File: config.mk
export PLATFORM = sky130hd
export DESIGN_NAME = msk_aes_share_loader_flat
export DESIGN_NICKNAME = d
export VERILOG_FILES = /design/src/rtl/msk_aes_share_loader_if.sv /design/src/rtl/msk_aes_share_loader.sv /design/src/flat_wrapper.sv
export SDC_FILE = /design/constraint.sdc
export NUM_CORES = 1
export LEC_CHECK = 0
export BUFFER_PORTS_ARGS = -buffer_cell sky130_fd_sc_hd__buf_2
export CORE_AREA = 2 2 230 232
export DETAILED_ROUTE_END_ITERATION = 8
export DIE_AREA = 0 0 232 234
export GPL_TIMING_DRIVEN = 1
export REMOVE_ABC_BUFFERS = 1
export SLEW_MARGIN = 15
export SYNTH_ARGS = -nofsm -noshare
export SYNTH_HDL_FRONTEND = slang
export SYNTH_SLANG_ARGS = --single-unit
File: constraint.sdc
create_clock -name clk -period 6.59 [get_ports clk]
set_input_delay 0.659 -clock clk [delete_from_list [all_inputs] [get_ports clk]]
set_output_delay 0.659 -clock clk [all_outputs]
set_load 0.02 [all_outputs]
File: src/rtl/msk_aes_share_loader_if.sv
// Handshake and data bundle between the masked word stream, the share loader
// and the round-based AES core.
interface msk_aes_share_loader_if #(
  parameter int d = 2,
  parameter int W = 32
);
  logic               in_valid;
  logic               in_ready;
  logic [W*d-1:0]     in_data;
  logic               in_last;
  logic               err;
  logic               aes_valid;
  logic               aes_ready;
  logic [128*d-1:0]   sh_plaintext;
  logic [128*d-1:0]   sh_key;
  logic               busy;

  modport master (
    output in_valid, in_data, in_last, aes_ready,
    input  in_ready, err, aes_valid, sh_plaintext, sh_key, busy
  );

  modport slave (
    input  in_valid, in_data, in_last, aes_ready,
    output in_ready, err, aes_valid, sh_plaintext, sh_key, busy
  );
endinterface

File: src/rtl/msk_aes_share_loader.sv
// Assembles a stream of masked W-bit words (plaintext then key, MS word first)
// into full d-share sharings and hands them to the AES core via valid/ready.
module msk_aes_share_loader #(
  parameter int d = 2,
  parameter int W = 32
) (
  input  logic                    clk,
  input  logic                    rst,
  msk_aes_share_loader_if.slave   bus
);

  localparam int NW    = 128 / W;
  localparam int NSLOT = 2 * NW;
  localparam int CW    = $clog2(NSLOT);
  localparam int SW    = W * d;
  localparam logic [CW-1:0] LAST_CNT = CW'(NSLOT - 1);

  typedef enum logic {
    ST_LOAD = 1'b0,
    ST_FULL = 1'b1
  } state_t;

  state_t          state_reg, state_next;
  logic [CW-1:0]   cnt_reg, cnt_next;
  logic            err_reg, err_next;
  logic            accept;
  logic            final_slot;

  assign accept     = (state_reg == ST_LOAD) && bus.in_valid;
  assign final_slot = (cnt_reg == LAST_CNT);

  always_ff @(posedge clk) begin
    if (rst) begin
      state_reg <= ST_LOAD;
      cnt_reg   <= '0;
      err_reg   <= 1'b0;
    end else begin
      state_reg <= state_next;
      cnt_reg   <= cnt_next;
      err_reg   <= err_next;
    end
  end

  always_comb begin
    state_next = state_reg;
    cnt_next   = cnt_reg;
    err_next   = 1'b0;
    case (state_reg)
      ST_LOAD: begin
        if (accept) begin
          // in_last must coincide exactly with the final key word
          if (bus.in_last != final_slot) begin
            err_next = 1'b1;
            cnt_next = '0;
          end else if (final_slot) begin
            cnt_next   = '0;
            state_next = ST_FULL;
          end else begin
            cnt_next = cnt_reg + CW'(1);
          end
        end
      end
      ST_FULL: begin
        if (bus.aes_ready) begin
          state_next = ST_LOAD;
        end
      end
      default: begin
        state_next = ST_LOAD;
        cnt_next   = '0;
      end
    endcase
  end

  // One storage slot per word position; shares are copied verbatim so no
  // bit of any share is ever combined with another share of the same bit.
  genvar gi;
  generate
    for (gi = 0; gi < NW; gi++) begin : g_slot
      localparam int HI = (128 - W * gi) * d - 1;
      logic [SW-1:0] pt_w_reg;
      logic [SW-1:0] key_w_reg;

      always_ff @(posedge clk) begin
        if (accept && (cnt_reg == CW'(gi))) begin
          pt_w_reg <= bus.in_data;
        end
        if (accept && (cnt_reg == CW'(NW + gi))) begin
          key_w_reg <= bus.in_data;
        end
      end

      assign bus.sh_plaintext[HI -: SW] = pt_w_reg;
      assign bus.sh_key[HI -: SW]       = key_w_reg;
    end
  endgenerate

  assign bus.in_ready  = (state_reg == ST_LOAD);
  assign bus.aes_valid = (state_reg == ST_FULL);
  assign bus.err       = err_reg;
  assign bus.busy      = (cnt_reg != '0) || (state_reg == ST_FULL);

endmodule
File: src/flat_wrapper.sv
// flat-port wrapper written by rule: the top's interface ports become plain ports
module msk_aes_share_loader_flat 
#(
  parameter int d = 2,
  parameter int W = 32
)
  (clk, rst, bus_in_valid, bus_in_data, bus_in_last, bus_aes_ready, bus_in_ready, bus_err, bus_aes_valid, bus_sh_plaintext, bus_sh_key, bus_busy);
  msk_aes_share_loader_if #(.d(d), .W(W)) bus_i ();
  input  logic clk;
  input  logic rst;
  input wire logic [$bits(bus_i.in_valid)-1:0] bus_in_valid;
  input wire logic [$bits(bus_i.in_data)-1:0] bus_in_data;
  input wire logic [$bits(bus_i.in_last)-1:0] bus_in_last;
  input wire logic [$bits(bus_i.aes_ready)-1:0] bus_aes_ready;
  output wire logic [$bits(bus_i.in_ready)-1:0] bus_in_ready;
  output wire logic [$bits(bus_i.err)-1:0] bus_err;
  output wire logic [$bits(bus_i.aes_valid)-1:0] bus_aes_valid;
  output wire logic [$bits(bus_i.sh_plaintext)-1:0] bus_sh_plaintext;
  output wire logic [$bits(bus_i.sh_key)-1:0] bus_sh_key;
  output wire logic [$bits(bus_i.busy)-1:0] bus_busy;
  assign bus_i.in_valid = bus_in_valid;
  assign bus_i.in_data = bus_in_data;
  assign bus_i.in_last = bus_in_last;
  assign bus_i.aes_ready = bus_aes_ready;
  assign bus_in_ready = bus_i.in_ready;
  assign bus_err = bus_i.err;
  assign bus_aes_valid = bus_i.aes_valid;
  assign bus_sh_plaintext = bus_i.sh_plaintext;
  assign bus_sh_key = bus_i.sh_key;
  assign bus_busy = bus_i.busy;
  msk_aes_share_loader #(.d(d), .W(W)) u_core (.clk(clk), .rst(rst), .bus(bus_i));
endmodule
# Word-level counts from Yosys, hierarchy flattened
# Cells that the tools add are included.
dict set report classes {
  multipliers 0
  n_addsub 1
  div_mod_pow 0
  n_reduce_logical 14
  eq_ne 8
  bitwise_logic 2
  shifts 0
  n_lt_le_gt_ge 0
  n_mux 8
}
# operator count
set op_table {}
lappend op_table {{3-bit == test, second input constant} 4}
lappend op_table {{1-bit logical AND} 9}
lappend op_table {{3-bit by 2-bit == test with 1-bit output, second input constant} 2}
lappend op_table {{3-bit two-way mux} 2}
lappend op_table {{1-bit two-way mux} 5}
lappend op_table {{3-bit by 1-bit adder with 3-bit output, second input constant} 1}
lappend op_table {{3-bit by 1-bit == test with 1-bit output, second input constant} 1}
lappend op_table {{3-bit logical NOT} 1}
lappend op_table {{3-bit nonzero test} 1}
lappend op_table {{3-bit OR reduction} 1}
lappend op_table {{1-bit inverter} 2}
lappend op_table {{1-bit one-hot mux with 2 select lines} 1}
lappend op_table {{2-bit AND reduction} 1}
lappend op_table {{1-bit logical OR} 1}
lappend op_table {{1-bit inequality test} 1}
dict set report word_totals {
  wordCells 44
  in_bits 69
  regBits 517
  ram_bits 0
  out_inout_bits 516
  latch_bits 0
  memories 0
  rom_bits 0
}

# Longest topological paths before layout
dict set report logic_depth {
  depth_word 5
  ltp_mapped 6
  mapped_depth_nobuf 6
}

# Least setup slack after synthesis
# OpenSTA, ideal clock, no wires.
dict set report synth_timing {
  kind {input to register}
  startpoint {input port bus_in_valid}
  endpoint {register u_core.g_slot[0].key_w_reg[0] (enable)}
  t_required_ns 6.161
  path_stages 2
  slack_ns 3.716
  path_buffers 0
  setup_ns 0.429
  t_arrival_ns 2.445
  path_cell_list {and2b_1 -> and3_1}
}
dict set report synth_between {
  elab_chain_len 2
}
# element line_no
set synth_rtl {}
lappend synth_rtl {{start: declaration} flat_wrapper.sv:11} ;# input wire logic [$bits(bus_i.in_valid)-1:0] bus_in_valid;
lappend synth_rtl {{1-bit logical AND} msk_aes_share_loader.sv:29} ;# assign accept = (state_reg == ST_LOAD) && bus.in_valid;
lappend synth_rtl {{1-bit logical AND} msk_aes_share_loader.sv:88} ;# if (accept && (cnt_reg == CW'(NW + gi))) begin
lappend synth_rtl {{end signal: assignment} msk_aes_share_loader.sv:89} ;# key_w_reg <= bus.in_data;
lappend synth_rtl {{end: declaration} msk_aes_share_loader.sv:82} ;# logic [SW-1:0] key_w_reg;
# Every way passes these cells.
# A chain may end at the register's enable or synchronous reset.

# Final worst setup path
dict set report layout_timing {
  startpoint {register u_core.cnt_reg[0]}
  endpoint {register u_core.g_slot[3].pt_w_reg[33] (enable)}
}
dict set report layout_between {
  elab_chain_len 2
}
# element line_no
set layout_rtl {}
lappend layout_rtl {{start: declaration} msk_aes_share_loader.sv:24} ;# logic [CW-1:0] cnt_reg, cnt_next;
lappend layout_rtl {{start signal: assignment} msk_aes_share_loader.sv:39} ;# cnt_reg <= cnt_next;
lappend layout_rtl {{3-bit by 2-bit == test with 1-bit output} msk_aes_share_loader.sv:85} ;# if (accept && (cnt_reg == CW'(gi))) begin
lappend layout_rtl {{1-bit logical AND} msk_aes_share_loader.sv:85}
lappend layout_rtl {{end signal: assignment} msk_aes_share_loader.sv:86} ;# pt_w_reg <= bus.in_data;
lappend layout_rtl {{end: declaration} msk_aes_share_loader.sv:81} ;# logic [SW-1:0] pt_w_reg;
# Every way passes these cells.

==> flow_summary.yaml <==
clock_tree:
  cts_hold_buf: 0
  cts_buffers: 50
  postCtsSetupBuffers: 0
  cts_resized: 0
  insertion_delay_ns: 0.57
  clock_path_buffers: 3
  cts_tree: "yes"
  cts_sinks: 517
  path_clk_slew_ns: 0.06
  h-tree-depth: 2
  cts-root-buf: "clkbuf_16"
final_layout:
  fillCellCount: 4669
  fin_util_pct: 40.42
  areaGrowthSynthToFinish_pct: 33.70
  layout-drive-gt1-share_pct: 53.46
  diodes: 0
  fin_nets: 1267
grt:
  grt_use_total_pct: 13.23
  grt_max_degree: 65
  antenna_found_initial: 0
  grt_pass1_vias: 7669
  grt_first_pass_wirelength_um: 52920
  grt_overflow: 0
power_and_ir_drop:
  pwr-share-comb_pct: 2.8
  power.density_mw_per_mm2: 306.2
  pwr-share-seq_pct: 57.0
  p_int_mw: 5.145
  total_power_mw: 6.439
  leakagePower_nw: 7.834
  sw_frac_of_total_pct: 20.10
  p_switching_mw: 1.294
  ir_worst_vdd_mv: 0.2434
  p_clk_share_pct: 40.2
die:
  fp.dieH_um: 234
  rows: 84
  ios: 585
  die_x_um: 232
  core_area_mm2: 0.05202
  dieArea_mm2: 0.05429
  start_util_pct: 30.23
timing:
  fin_crit_ns: 2.275
  tns_ns: 0
  relSlewSlack_pct: 22.08
  hold_viol: 0
  slew_violations: 0
  rsz0062_at_grt: "no"
  period_share_pct: 34.52
  timing.fmax_mhz: 439.6
  fin_skew_ns: 0.01006
  setup_viol: 0
  worst_pin_slew_ns: 1.169
placement:
  numPortBuffers: 584
  gp_congestion: 0.7710
  place_hpwl_um: 24670
yosys:
  ys_seq_area_share_pct: 98.40
  synth_flop_cell: "edfxtp_1"
  synth_common_cells: "edfxtp_1 (512), ha_1 (7), and3_1 (6), dfxtp_1 (5)"
  synth_top_area_share_pct: 97.76
  async_reset_ff_share_pct: 0
  syn_area_per_cell_um2: 28.39
  syn_inst: 554
  synth_area_mm2: 0.01573
  synth-seq-cells: 517
  synth_edf_count: 512
  ys_types: 16
  ys_warn_count: 0
  synth_most_common_cell: "edfxtp_1"
  synth_area_leaders: "edfxtp_1 (98%), dfxtp_1 (0.64%), ha_1 (0.56%), and3_1 (0.24%), a21oi_1 (0.095%)"
  synth_top_area_cell: "edfxtp_1"
critical_path:
  critPathCaptureType: "flop"
  crit_path_end: "u_core.g_slot[3].pt_w_reg[33]$_DFFE_PP_"
  ff2ff_setup_slack_ns: 4.31
  arrival_ns: 2.47
  worstReg2RegEnd: "u_core.g_slot[3].pt_w_reg[33]$_DFFE_PP_"
  startpoint: "u_core.cnt_reg[0]$_SDFFE_PP0P_"
  cp_max_fo: 40
  rr_worst_depth: 4
  crit_required_ns: 6.79
  crit_path_start_kind: "flop"
  crit_type: "flop to flop"
  timing.rr.start: "u_core.cnt_reg[0]$_SDFFE_PP0P_"
drt:
  wl_um: 38780
  wl_per_cell_um: 20.23
  ant_nets: 0
  viasPerCell: 4.173
  drc: 0
  drtIter0Drc: 550
  firstDrtPassIters: 4
  vias: 7999
worst_hold_path:
  hold_depth: 2
  hp-class: "primary input to flop"
  min_from: "rst"
outcome:
  outcome: "complete, no violations"
run:
  maxCapViolCount: 0
power by group through the flow:
stage	logic, mW	clock network, mW	registers (mW)
floorplan	0.0179	0	3.79
global placement	0.182	0	3.74
detailed placement	0.187	0	3.74
CTS	0.187	2.66	3.67
global route	0.197	2.77	3.67
finish	0.183	2.59	3.67
layer usage:
layer  routed length (um)  vias to the layer above  track usage, %
met2                19510                      384           22.06
met1                15310                     4034           16.37
met4                  815                        0           3.946
met5                    0                        -               0
met3                 3147                       52           4.426
li1                     -                     3529               -
final cells by class:
cell class	count	area (um^2)	share of cell area, %
clock buffer	67	1315	6.254
timing repair buffer	585	2930	13.94
inverter	4	15.01	0.07141
clock inverter	23	158.9	0.7557
sequential	517	15470	73.60
tap	688	860.8	4.094
multi-input combinational	33	271.5	1.291
how the worst min path moves through the flow:
stage	endpoint
floorplan	u_core.cnt_reg[1]$_SDFFE_PP0P_
CTS	u_core.cnt_reg[2]$_SDFFE_PP0P_
global placement	u_core.cnt_reg[1]$_SDFFE_PP0P_
global route	u_core.cnt_reg[2]$_SDFFE_PP0P_
detailed placement	u_core.cnt_reg[1]$_SDFFE_PP0P_
finish	u_core.cnt_reg[2]$_SDFFE_PP0P_
logic make-up (layout without fill, tap and decap cells):
kind of cell | after synthesis | after routing | synth area share [%]
buffers and inverters | 4 | 679 | 0.09545
AOI/OAI and AO/OA | 4 | 4 | 0.1353
and+or+nand+nor | 22 | 22 | 0.8116
adders and majority gates | 7 | 7 | 0.5569
DFF | 517 | 517 | 98.40
per-stage QoR:
stage / worst slack (ns) / cells / hold slack [ns] / cell area (um^2)
finish: 4.315 / 1917 / 0.3198 / 21030
floorplan: 3.716 / 554 / 0.4587 / 15730
global placement: 3.947 / 1827 / 0.4799 / 19550
detailed placement: 3.866 / 1827 / 0.4896 / 19550
global route: 4.185 / 1917 / 0.2955 / 21030
CTS: 4.271 / 1917 / 0.2628 / 21030
critical path: stages, from the launching register on:
cell     delay, ns
dfxtp_1       0.40
ha_1          0.22
ha_1          0.17
and2_4        0.39
buf_4         0.64
layout by cell type (no fill, tap or decap), drive strengths merged:
master and count:
or3 1, nand2 4, ha 7, nor3b 1, inv 6, and2 2
clkinvlp 2, edfxtp 512, buf 585, a31oi 1, clkbuf 67, bufinv 1
nand3 2, nor2b 1, and2b 1, nor2 3, nand2b 1, dfxtp 5
clkinv 18, and3 6, a21oi 3
(Power assumes the default switching activity.)
